<file path="src/rtl/piso.sv">
// piso: buffers WIDTH-bit words in a FIFO and shifts each out LSB first over a serial valid/ready link.
// Latency: a word pushed into an empty FIFO at edge N has bit 0 on data_o after edge N+2; one idle cycle between words.
// Backpressure: ready_o drops while the FIFO is full; ready_i=0 freezes data_o/valid_o with no bit lost or repeated.

module piso_fifo #(
    parameter int WIDTH = 8,
    parameter int DEPTH = 8,
    parameter int AW    = $clog2(DEPTH)
) (
    input  logic             clk,
    input  logic             rst,
    input  logic             push,
    input  logic [WIDTH-1:0] wr_dat,
    input  logic             pop,
    output logic [WIDTH-1:0] rd_dat,
    output logic [AW:0]      count
);
    logic [WIDTH-1:0] mem [DEPTH];
    logic [AW-1:0]    wr_ptr;
    logic [AW-1:0]    rd_ptr;

    assign rd_dat = mem[rd_ptr];

    // DEPTH is a power of two, so pointers wrap by natural overflow.
    always_ff @(posedge clk) begin
        if (rst) begin
            wr_ptr <= '0;
            rd_ptr <= '0;
            count  <= '0;
        end else begin
            if (push) begin
                mem[wr_ptr] <= wr_dat;
                wr_ptr      <= wr_ptr + 1'b1;
            end
            if (pop) begin
                rd_ptr <= rd_ptr + 1'b1;
            end
            case ({push, pop})
                2'b10:   count <= count + 1'b1;
                2'b01:   count <= count - 1'b1;
                default: count <= count;
            endcase
        end
    end
endmodule

module piso #(
    parameter int         WIDTH                   = 8,
    parameter int         DEPTH                   = 8,
    parameter logic [2:0] S_FIFO_EMPTY            = 3'b001,
    parameter logic [2:0] S_RD_FIFO               = 3'b010,
    parameter logic [2:0] S_DRIVE_SERIAL_INTERFCE = 3'b100
) (
    input  logic             pclk_i,
    input  logic             rst_i,
    input  logic [WIDTH-1:0] data_i,
    input  logic             valid_i,
    output logic             ready_o,
    output logic             data_o,
    output logic             valid_o,
    input  logic             ready_i
);
    localparam int AW = $clog2(DEPTH);
    localparam int CW = (WIDTH > 1) ? $clog2(WIDTH) : 1;

    typedef enum logic [2:0] {
        ST_EMPTY = S_FIFO_EMPTY,
        ST_RD    = S_RD_FIFO,
        ST_DRIVE = S_DRIVE_SERIAL_INTERFCE
    } state_t;

    state_t           state;
    logic [WIDTH-1:0] shreg;
    logic [CW-1:0]    bit_cnt;
    logic [WIDTH-1:0] fifo_rd_dat;
    logic [AW:0]      fifo_count;
    logic             fifo_empty;
    logic             push;
    logic             pop;
    logic             last_bit;

    assign ready_o    = !rst_i && (fifo_count < (AW+1)'(DEPTH));
    assign push       = valid_i && ready_o;
    assign fifo_empty = (fifo_count == '0);
    assign pop        = (state == ST_RD) && !fifo_empty;
    assign last_bit   = (bit_cnt == CW'(WIDTH - 1));

    piso_fifo #(
        .WIDTH (WIDTH),
        .DEPTH (DEPTH),
        .AW    (AW)
    ) u_fifo (
        .clk    (pclk_i),
        .rst    (rst_i),
        .push   (push),
        .wr_dat (data_i),
        .pop    (pop),
        .rd_dat (fifo_rd_dat),
        .count  (fifo_count)
    );

    always_ff @(posedge pclk_i) begin
        if (rst_i) begin
            state   <= ST_EMPTY;
            shreg   <= '0;
            bit_cnt <= '0;
            valid_o <= 1'b0;
            data_o  <= 1'b0;
        end else begin
            case (state)
                ST_EMPTY: begin
                    valid_o <= 1'b0;
                    data_o  <= 1'b0;
                    if (!fifo_empty) begin
                        state <= ST_RD;
                    end
                end
                ST_RD: begin
                    if (fifo_empty) begin
                        state <= ST_EMPTY;
                    end else begin
                        shreg   <= fifo_rd_dat;
                        bit_cnt <= '0;
                        valid_o <= 1'b1;
                        data_o  <= fifo_rd_dat[0];
                        state   <= ST_DRIVE;
                    end
                end
                ST_DRIVE: begin
                    if (ready_i) begin
                        shreg   <= shreg >> 1;
                        bit_cnt <= bit_cnt + 1'b1;
                        if (last_bit) begin
                            valid_o <= 1'b0;
                            data_o  <= 1'b0;
                            // A push landing on this same edge still counts as queued work.
                            state   <= (!fifo_empty || push) ? ST_RD : ST_EMPTY;
                        end else begin
                            data_o <= shreg[1];
                        end
                    end
                end
                default: begin
                    state   <= ST_EMPTY;
                    valid_o <= 1'b0;
                    data_o  <= 1'b0;
                end
            endcase
        end
    end
endmodule

</file>
<file path="config.mk">
export PLATFORM = sky130hd
export DESIGN_NAME = piso
export DESIGN_NICKNAME = d
export VERILOG_FILES = /design/src/rtl/piso.sv
export SDC_FILE = /design/constraint.sdc
export NUM_CORES = 1
export LEC_CHECK = 0
export CAP_MARGIN = 20
export CORE_MARGIN = 10
export CORE_UTILIZATION = 60
export CTS_CLUSTER_SIZE = 14
export DETAILED_ROUTE_END_ITERATION = 10
export PLACE_DENSITY = 0.88
export SETUP_SLACK_MARGIN = 0.5
export SYNTH_ARGS = -nofsm -noshare
export SYNTH_HDL_FRONTEND = slang
export SYNTH_SLANG_ARGS = --single-unit
</file>
<file path="constraint.sdc">
create_clock -name pclk_i -period 3.3 [get_ports pclk_i]
set_clock_uncertainty 0.1 [all_clocks]
set_input_delay 0.66 -clock pclk_i [delete_from_list [all_inputs] [get_ports pclk_i]]
set_output_delay 0.66 -clock pclk_i [all_outputs]
set_load 0.01 [all_outputs]
</file>
==> summary.md, run 1 <==
| Metric | Value |
|---|---|
| Total wire length | `7120 um` |
| Maximum number of pins on one net before global-route repair | `33` |
| Total Nets Final | `328` |
| Syn_area_per_cell | `13.7 um^2` |
| P&R area growth vs syn | `11.8%` |
| Highest clock rate | `382 MHz` |
| ANT nets after route | `0` |
| Number of cells produced by synthesis | `284` |
| Final GP Congestion | `0.783` |
| Vias per inst | `5.96` |
| Final setup violation count | `0` |
| Main flop type after synthesis | `edfxtp_1` |
| Actual slew at the worst max-slew pin | `0.751 ns` |
| Minimum clock period | `2.62 ns` |
| Fin. max-slew vios | `0` |
| Fill cells | `435` |
| Crit. End Element | `primary output` |
| Final Hold Fails | `0` |
| Global-route wire length before repair | `11400 um` |
| Num CTS Buffers | `9` |
| GR Util All Layers | `14.4%` |
| Die Height | `101 um` |
| Seq/Total Area, Yosys | `63.8%` |
| Skew-Pair Late Insertion Delay | `0.35 ns` |
| Initial antenna violation count | `0` |
| Post-synth EDFFs | `64` |
| Yosys warning count | `0` |
| Final setup TNS | `0 ns` |
| Effective utilization at floorplan | `61.6%` |
| Clk root buf | `clkbuf_8` |
| Core Area | `6310 um^2` |
| DIE AREA | `10100 um^2` |
| CTS tree | `done` |
| Clk slew on worst S/H paths | `0.09 ns` |
| Die Wd | `101 um` |
| Synthesized cell area | `3890 um^2` |
| Required time of the critical path | `2.54 ns` |
| Worst setup path class | `in2out` |
| H-tree Lvls | `3` |
| First drt pass iteration count | `4` |
| Drc violations | `0` |
| Hold crit path type | `reg2reg` |
| #FFs+latches synth | `92` |
| Fin util | `68.9%` |
| Max cap viols | `0` |
| RSZ-0062 raised after global routing | `false` |
| Initial DRC Count | `129` |
| VDD IR max | `353 uV` |
| Overflow after GRT | `0` |
| Vias in the first global route | `2300` |
| Async set or reset register ratio after synthesis | `0%` |
| Final period util | `79.3%` |
| CP arrival | `1.86 ns` |
| Share of layout cells above drive strength 1 | `16.6%` |
| Sink Count | `92` |
| Max-slew headroom | `49.9%` |
| Final hold slack | `0.392 ns` |
| Worst R2R Path Depth | `10` |
| Synth Net Count | `303` |
| FP Rows | `29` |
| Hold Crit Depth | `2` |
| Antenna cells | `0` |
| Distinct cell type count after synthesis | `41` |
| DR WL/cell | `18.2 um` |
| Io pins | `15` |
| Status | `finished clean` |
| Crit start category | `primary input` |
| Via count | `2331` |
| Cell Pwr Density | `480 nW/um^2` |
| DP Wirelength | `4740 um` |
| Maximum fanout along the worst path | `3` |
| Leakage | `1.45 nW` |
| Clock Path Buffers | `2` |
| PortBufs | `14` |
==> cells in the final DEF (no fill, tap or decap), drive strengths merged <==
| master | n |
|---|---|
| edfxtp | 64 |
| dfxtp | 28 |
| mux2i | 25 |
| nor2 | 21 |
| o22ai | 15 |
| clkdlybuf4s50 | 14 |
| a21oi | 14 |
| nand2 | 13 |
| buf | 13 |
| o21ai | 13 |
| clkbuf | 9 |
| nand2b | 8 |
| nor3 | 8 |
| nor2b | 7 |
| ha | 7 |
| o41ai | 6 |
| mux2 | 6 |
| xor2 | 5 |
| inv | 4 |
| nor3b | 4 |
| nand3b | 3 |
| nand3 | 3 |
| clkinvlp | 3 |
| o21bai | 2 |
| a211oi | 2 |
| or3 | 2 |
| mux4 | 2 |
| or3b | 2 |
| or2 | 2 |
| clkinv | 2 |
| or4 | 1 |
| o311ai | 1 |
| or4b | 1 |
| xnor2 | 1 |
| a221oi | 1 |
| nand4b | 1 |
| bufinv | 1 |
==> routing by layer <==
metal / GRT usage (%) / wire length, um
met5: 0 / 0
met4: 6.41 / 83
met3: 3.16 / 300
met2: 23.4 / 3550
met1: 18.1 / 3180
==> where the power goes <==
| part | internal (W) | total [W] | switching (W) |
|---|---|---|---|
| sequential | 0.00125 | 0.00126 | 0.0000105 |
| combinational | 0.0000362 | 0.0000844 | 0.0000483 |
| clock | 0.000354 | 0.000745 | 0.000391 |
| total | 0.00164 | 0.00209 | 0.000450 |
==> worst max-delay path: stages <==
cell and delay, ns:
clkdlybuf4s50_1 0.48, nor2_1 0.16, clkdlybuf4s50_1 0.56
==> cell usage after synthesis, types with 5 or more instances <==
library cell,instances,share of area [%]
a21oi_1,13,1.7
clkbuf_1,6,0.58
dfxtp_1,28,14
edfxtp_1,64,49
ha_1,7,2.3
mux2_2,6,1.7
mux2i_1,25,6.4
nand2_1,13,1.3
nand2b_1,8,1.3
nor2_1,21,2.0
nor2b_1,7,1.1
nor3_1,8,1.0
o21ai_0,9,1.2
o22ai_1,14,2.3
o41ai_2,6,2.5
xor2_1,5,1.1
==> path summary, 6_finish.rpt <==
check | slack (ns) | startpoint | end
max | 0.68 | rst_i | ready_o
min | 0.39 | bit_cnt[2] | bit_cnt[2]
max reg2reg | 0.69 | u_fifo.count[0] | u_fifo.count[2]
min reg2reg | 0.39 | bit_cnt[2] | bit_cnt[2]
==> kinds of logic (layout without fill, tap and decap cells) <==
logic type      Yosys count  in the layout  share of synthesized area [%]
mux                      33             33                           9.32
xor+xnor                  6              6                           1.35
buf+inv                  16             46                           2.44
flops                    92             92                           63.8
fa+ha+maj                 7              7                           2.25
compound gates           54             54                           10.2
simple gates             76             76                           10.6
==> sequential cells by signal, indices dropped and copies added, names as in the netlist, named ones only <==
name,cells
state,3
bit_cnt,3
u_fifo.wr_ptr,3
u_fifo.rd_ptr,3
u_fifo.mem,64
u_fifo.count,4
shreg,7
valid_o,1
data_o,1
==> stage by stage <==
step	area [um^2]	total power, W	cells	setup slack (ns)
3_5_place_dp	4140	0.00137	375	0.386
5_1_grt	4350	0.00215	391	0.550
3_3_place_gp	4140	0.00136	375	0.435
4_1_cts	4340	0.00210	391	0.590
2_1_floorplan	3890	0.00133	284	0.738
6_report	4350	0.00209	391	0.683
==> cell type report <==
class                           count  area (um^2)  area share (%)
Clock buffer                        9          124            2.85
Sequential cell                    92         2480            57.1
Multi-Input combinational cell    176         1320            30.4
Timing Repair Buffer               27          238            5.47
Tap cell                           77         96.3            2.22
Clock inverter                      7         76.3            1.75
Inverter                            3         11.3           0.259
==> timing repair <==
action                                  in CTS  in global routing
gates resized for setup                      0                  3
endpoints found under the setup margin       0                  1
setup buffers                                0                  0
hold buffers                                 0                  0
No activity file was read; power rests on OpenSTA's default activity.
==> inputs of run 2 (changes only) <==
Settings changed: CORE_UTILIZATION 60 to 54, PLACE_DENSITY 0.88 to 0.84.
Clock period 3.3 ns to 2.1 ns, I/O delays scaled along.
==> summary.md, run 2 (synthesized netlist as in run 1, its figures left out) <==
| Metric | Value |
|---|---|
| Maximum number of pins on one net before global-route repair | `33 (unchanged)` |
| VDD IR max | `728 uV (was 353 uV)` |
| Post-Place Cells | `415 (was 375)` |
| Fin. max-slew vios | `0 (unchanged)` |
| Overflow after GRT | `0 (unchanged)` |
| CTS Hold Bufs | `0 (unchanged)` |
| Initial antenna violation count | `0 (unchanged)` |
| Crit. End Element | `flip-flop (was primary output)` |
| DIE AREA | `11000 um^2 (was 10100 um^2)` |
| Most frequent CP cell | `ha_4 (was clkdlybuf4s50_1)` |
| Most frequent cells in the layout | `edfxtp_1 (64), mux2i_1 (25), buf_4 (25) (was edfxtp_1 (64), dfxtp_1 (28), mux2i_1 (25))` |
| Total Nets Final | `365 (was 328)` |
| PortBufs | `14 (unchanged)` |
| Seq pwr share | `60.3% (about the same)` |
| First drt pass iteration count | `4 (unchanged)` |
| H-tree Lvls | `3 (unchanged)` |
| Minimum clock period | `2.29 ns` |
| CTS tree | `done (unchanged)` |
| Vias per inst | `5.64 (was 5.96)` |
| Hold crit path type | `reg2reg (unchanged)` |
| CP Cell Sequence | `or4_4, nand2_4, inv_4, ha_4, xor2_2, ha_4, a21oi_2, xor2_1, or3_1, a21oi_1 (was clkdlybuf4s50_1, nor2_1, clkdlybuf4s50_1)` |
| Max cap viols | `0 (unchanged)` |
| Internal | `0.00251 W (was 0.00164 W)` |
| Final GP Congestion | `0.778 (was 0.783)` |
| Failing checks | `negative setup slack` |
| Required time of the critical path | `2.29 ns (was 2.54 ns)` |
| Leakage | `1.72 nW (was 1.45 nW)` |
| Num CTS Buffers | `9 (unchanged)` |
| Core Area | `6910 um^2 (was 6310 um^2)` |
| Crit start category | `flip-flop (was primary input)` |
| FP Rows | `30 (was 29)` |
| Comb pwr share | `6.8% (was 4.0%)` |
| Net Sw Frac | `23.2% (was 21.6%)` |
| Slowest stage cell on the critical path | `or4_4 (was clkdlybuf4s50_1)` |
| Buf/Inv on CP | `1 (was 2)` |
| Clk root buf | `clkbuf_8 (unchanged)` |
| GR Util All Layers | `14.5% (was 14.4%)` |
| DR WL/cell | `18.4 um (was 18.2 um)` |
| Largest registers | `u_fifo.mem (64), shreg (7), u_fifo.count (4) (unchanged)` |
| Die Height | `105 um (was 101 um)` |
| Via count | `2519 (was 2331)` |
| ANT nets after route | `0 (unchanged)` |
| DP Wirelength | `5060 um (was 4740 um)` |
| Overall Power | `0.00327 W (was 0.00209 W)` |
| Post-route insts no fill | `447 (was 391)` |
| Drc violations | `0 (unchanged)` |
| Sw Pwr | `0.000759 W (was 0.000450 W)` |
| CP top delay family | `simple AND/OR/NAND/NOR gates (was buffers and inverters)` |
| Max reg flops | `64 (unchanged)` |
| Worst setup path class | `reg2reg (was in2out)` |
| Clock power share | `32.9% (was 35.7%)` |
| Total wire length | `8250 um (was 7120 um)` |
| Sink Count | `92 (unchanged)` |
| RSZ-0062 raised after global routing | `true (was false)` |
| Clk slew on worst S/H paths | `0.10 ns (was 0.09 ns)` |
| Die Wd | `105 um (was 101 um)` |
| Io pins | `15 (unchanged)` |
| Area occupied by multi-input gates | `1550 um^2 (was 1320 um^2)` |
| Fill cells | `452 (was 435)` |
| Max-slew headroom | `63.4% (was 49.9%)` |
| Final setup margin | `-0.195 ns (was 0.683 ns)` |
| CP max stage delay | `0.55 ns (was 0.56 ns)` |
| Final period util | `109%` |
| Global-route wire length before repair | `12800 um (was 11400 um)` |
| Top reg by flops | `u_fifo.mem (unchanged)` |
| Final Hold Fails | `0 (unchanged)` |
| Highest clock rate | `436 MHz` |
| Actual slew at the worst max-slew pin | `0.548 ns (was 0.751 ns)` |
| Skew-Pair Late Insertion Delay | `0.35 ns (about the same)` |
| Status | `finished with violations (was finished clean)` |
| Initial DRC Count | `157 (was 129)` |
| Final setup violation count | `2 (was 0)` |
| Share of layout cells above drive strength 1 | `36.5% (was 16.6%)` |
| CP arrival | `2.48 ns (was 1.86 ns)` |
| Antenna cells | `0 (unchanged)` |
| P&R area growth vs syn | `28.9% (was 11.8%)` |
| Cell Pwr Density | `652 nW/um^2 (was 480 nW/um^2)` |
| Effective utilization at floorplan | `56.3% (was 61.6%)` |
| Maximum fanout along the worst path | `3 (unchanged)` |
| Vias in the first global route | `2495 (was 2300)` |
| Clock Path Buffers | `2 (unchanged)` |
| Commonest non-fill, non-tap cell in the layout | `edfxtp_1 (unchanged)` |
| Reg area | `2490 um^2 (was 2480 um^2)` |
## run 2: cell count changes in the layout (fill, tap and decap cells not counted), moves of 4 or more
| cell | previous run | this run |
|---|---|---|
| nor2_1 | 21 | 12 |
| clkdlybuf4s50_1 | 14 | 9 |
| nor2_4 | 0 | 6 |
| dfxtp_2 | 0 | 6 |
| dfxtp_1 | 28 | 22 |
| dlygate4sd2_1 | 0 | 4 |
| buf_4 | 13 | 25 |
| buf_6 | 0 | 17 |
| buf_12 | 0 | 8 |
## run 2: per-layer routing
metal	wire [um]	track usage (%)	vias to the layer above
li1	-	-	1203
met1	3380	17.8	1233
met2	4330	24.9	76
met3	442	2.95	7
met4	97	5.10	0
met5	0	0	-
## run 2: path summary, 6_finish.rpt
path	endpoint	start	slack [ns]	depth (start not counted)
hold / removal	shreg[7]	shreg[7]	0.38	2
setup reg to reg	u_fifo.count[2]	u_fifo.count[2]	-0.19	10
hold reg to reg	shreg[7]	shreg[7]	0.38	2
setup / recovery	u_fifo.count[2]	u_fifo.count[2]	-0.19	10
## run 2: metrics by stage
| step | cell area, um^2 | hold WS [ns] | setup slack (ns) | util [%] | TNS, ns |
|---|---|---|---|---|---|
| final | 5020 | 0.377 | -0.195 | 72.6 | -0.276 |
| after detailed placement | 4520 | 0.357 | -0.414 | 65.5 | -6.00 |
| after global routing | 5020 | 0.394 | -0.275 | 72.6 | -0.464 |
| after CTS | 4860 | 0.370 | -0.158 | 70.4 | -0.237 |
| after global placement | 4520 | 0.354 | -0.364 | 65.5 | -3.57 |
| after floorplan | 4010 | 0.340 | -0.247 | - | -0.387 |
## run 2: layout make-up
cell class	instances	area share, %
clock buffer	9	2.47
tap	96	2.39
multi-input combinational	176	30.8
inverter	3	0.274
timing repair buffer	64	13.3
clock inverter	7	1.07
sequential	92	49.6
## run 2: power groups by stage
stage	registers, W	clock network, W	logic (W)
6_report	0.00197	0.00108	0.000223
2_1_floorplan	0.00202	0	0.0000854
4_1_cts	0.00197	0.00110	0.000193
3_5_place_dp	0.00201	0	0.000172
3_3_place_gp	0.00201	0	0.000166
5_1_grt	0.00198	0.00119	0.000238
## run 2: worst min-delay path, cell delays in order (launching register included)
cell,delay (ns)
dfxtp_1,0.33
o21ai_2,0.06
a21oi_2,0.04
## run 2: repair_timing
| item | CTS | global route |
|---|---|---|
| pin swaps | 11 | 9 |
| endpoints found under the setup margin | 89 | 89 |
| buffers inserted | 8 | 7 |
| resized for setup | 37 | 20 |
| gates cloned | 1 | 0 |
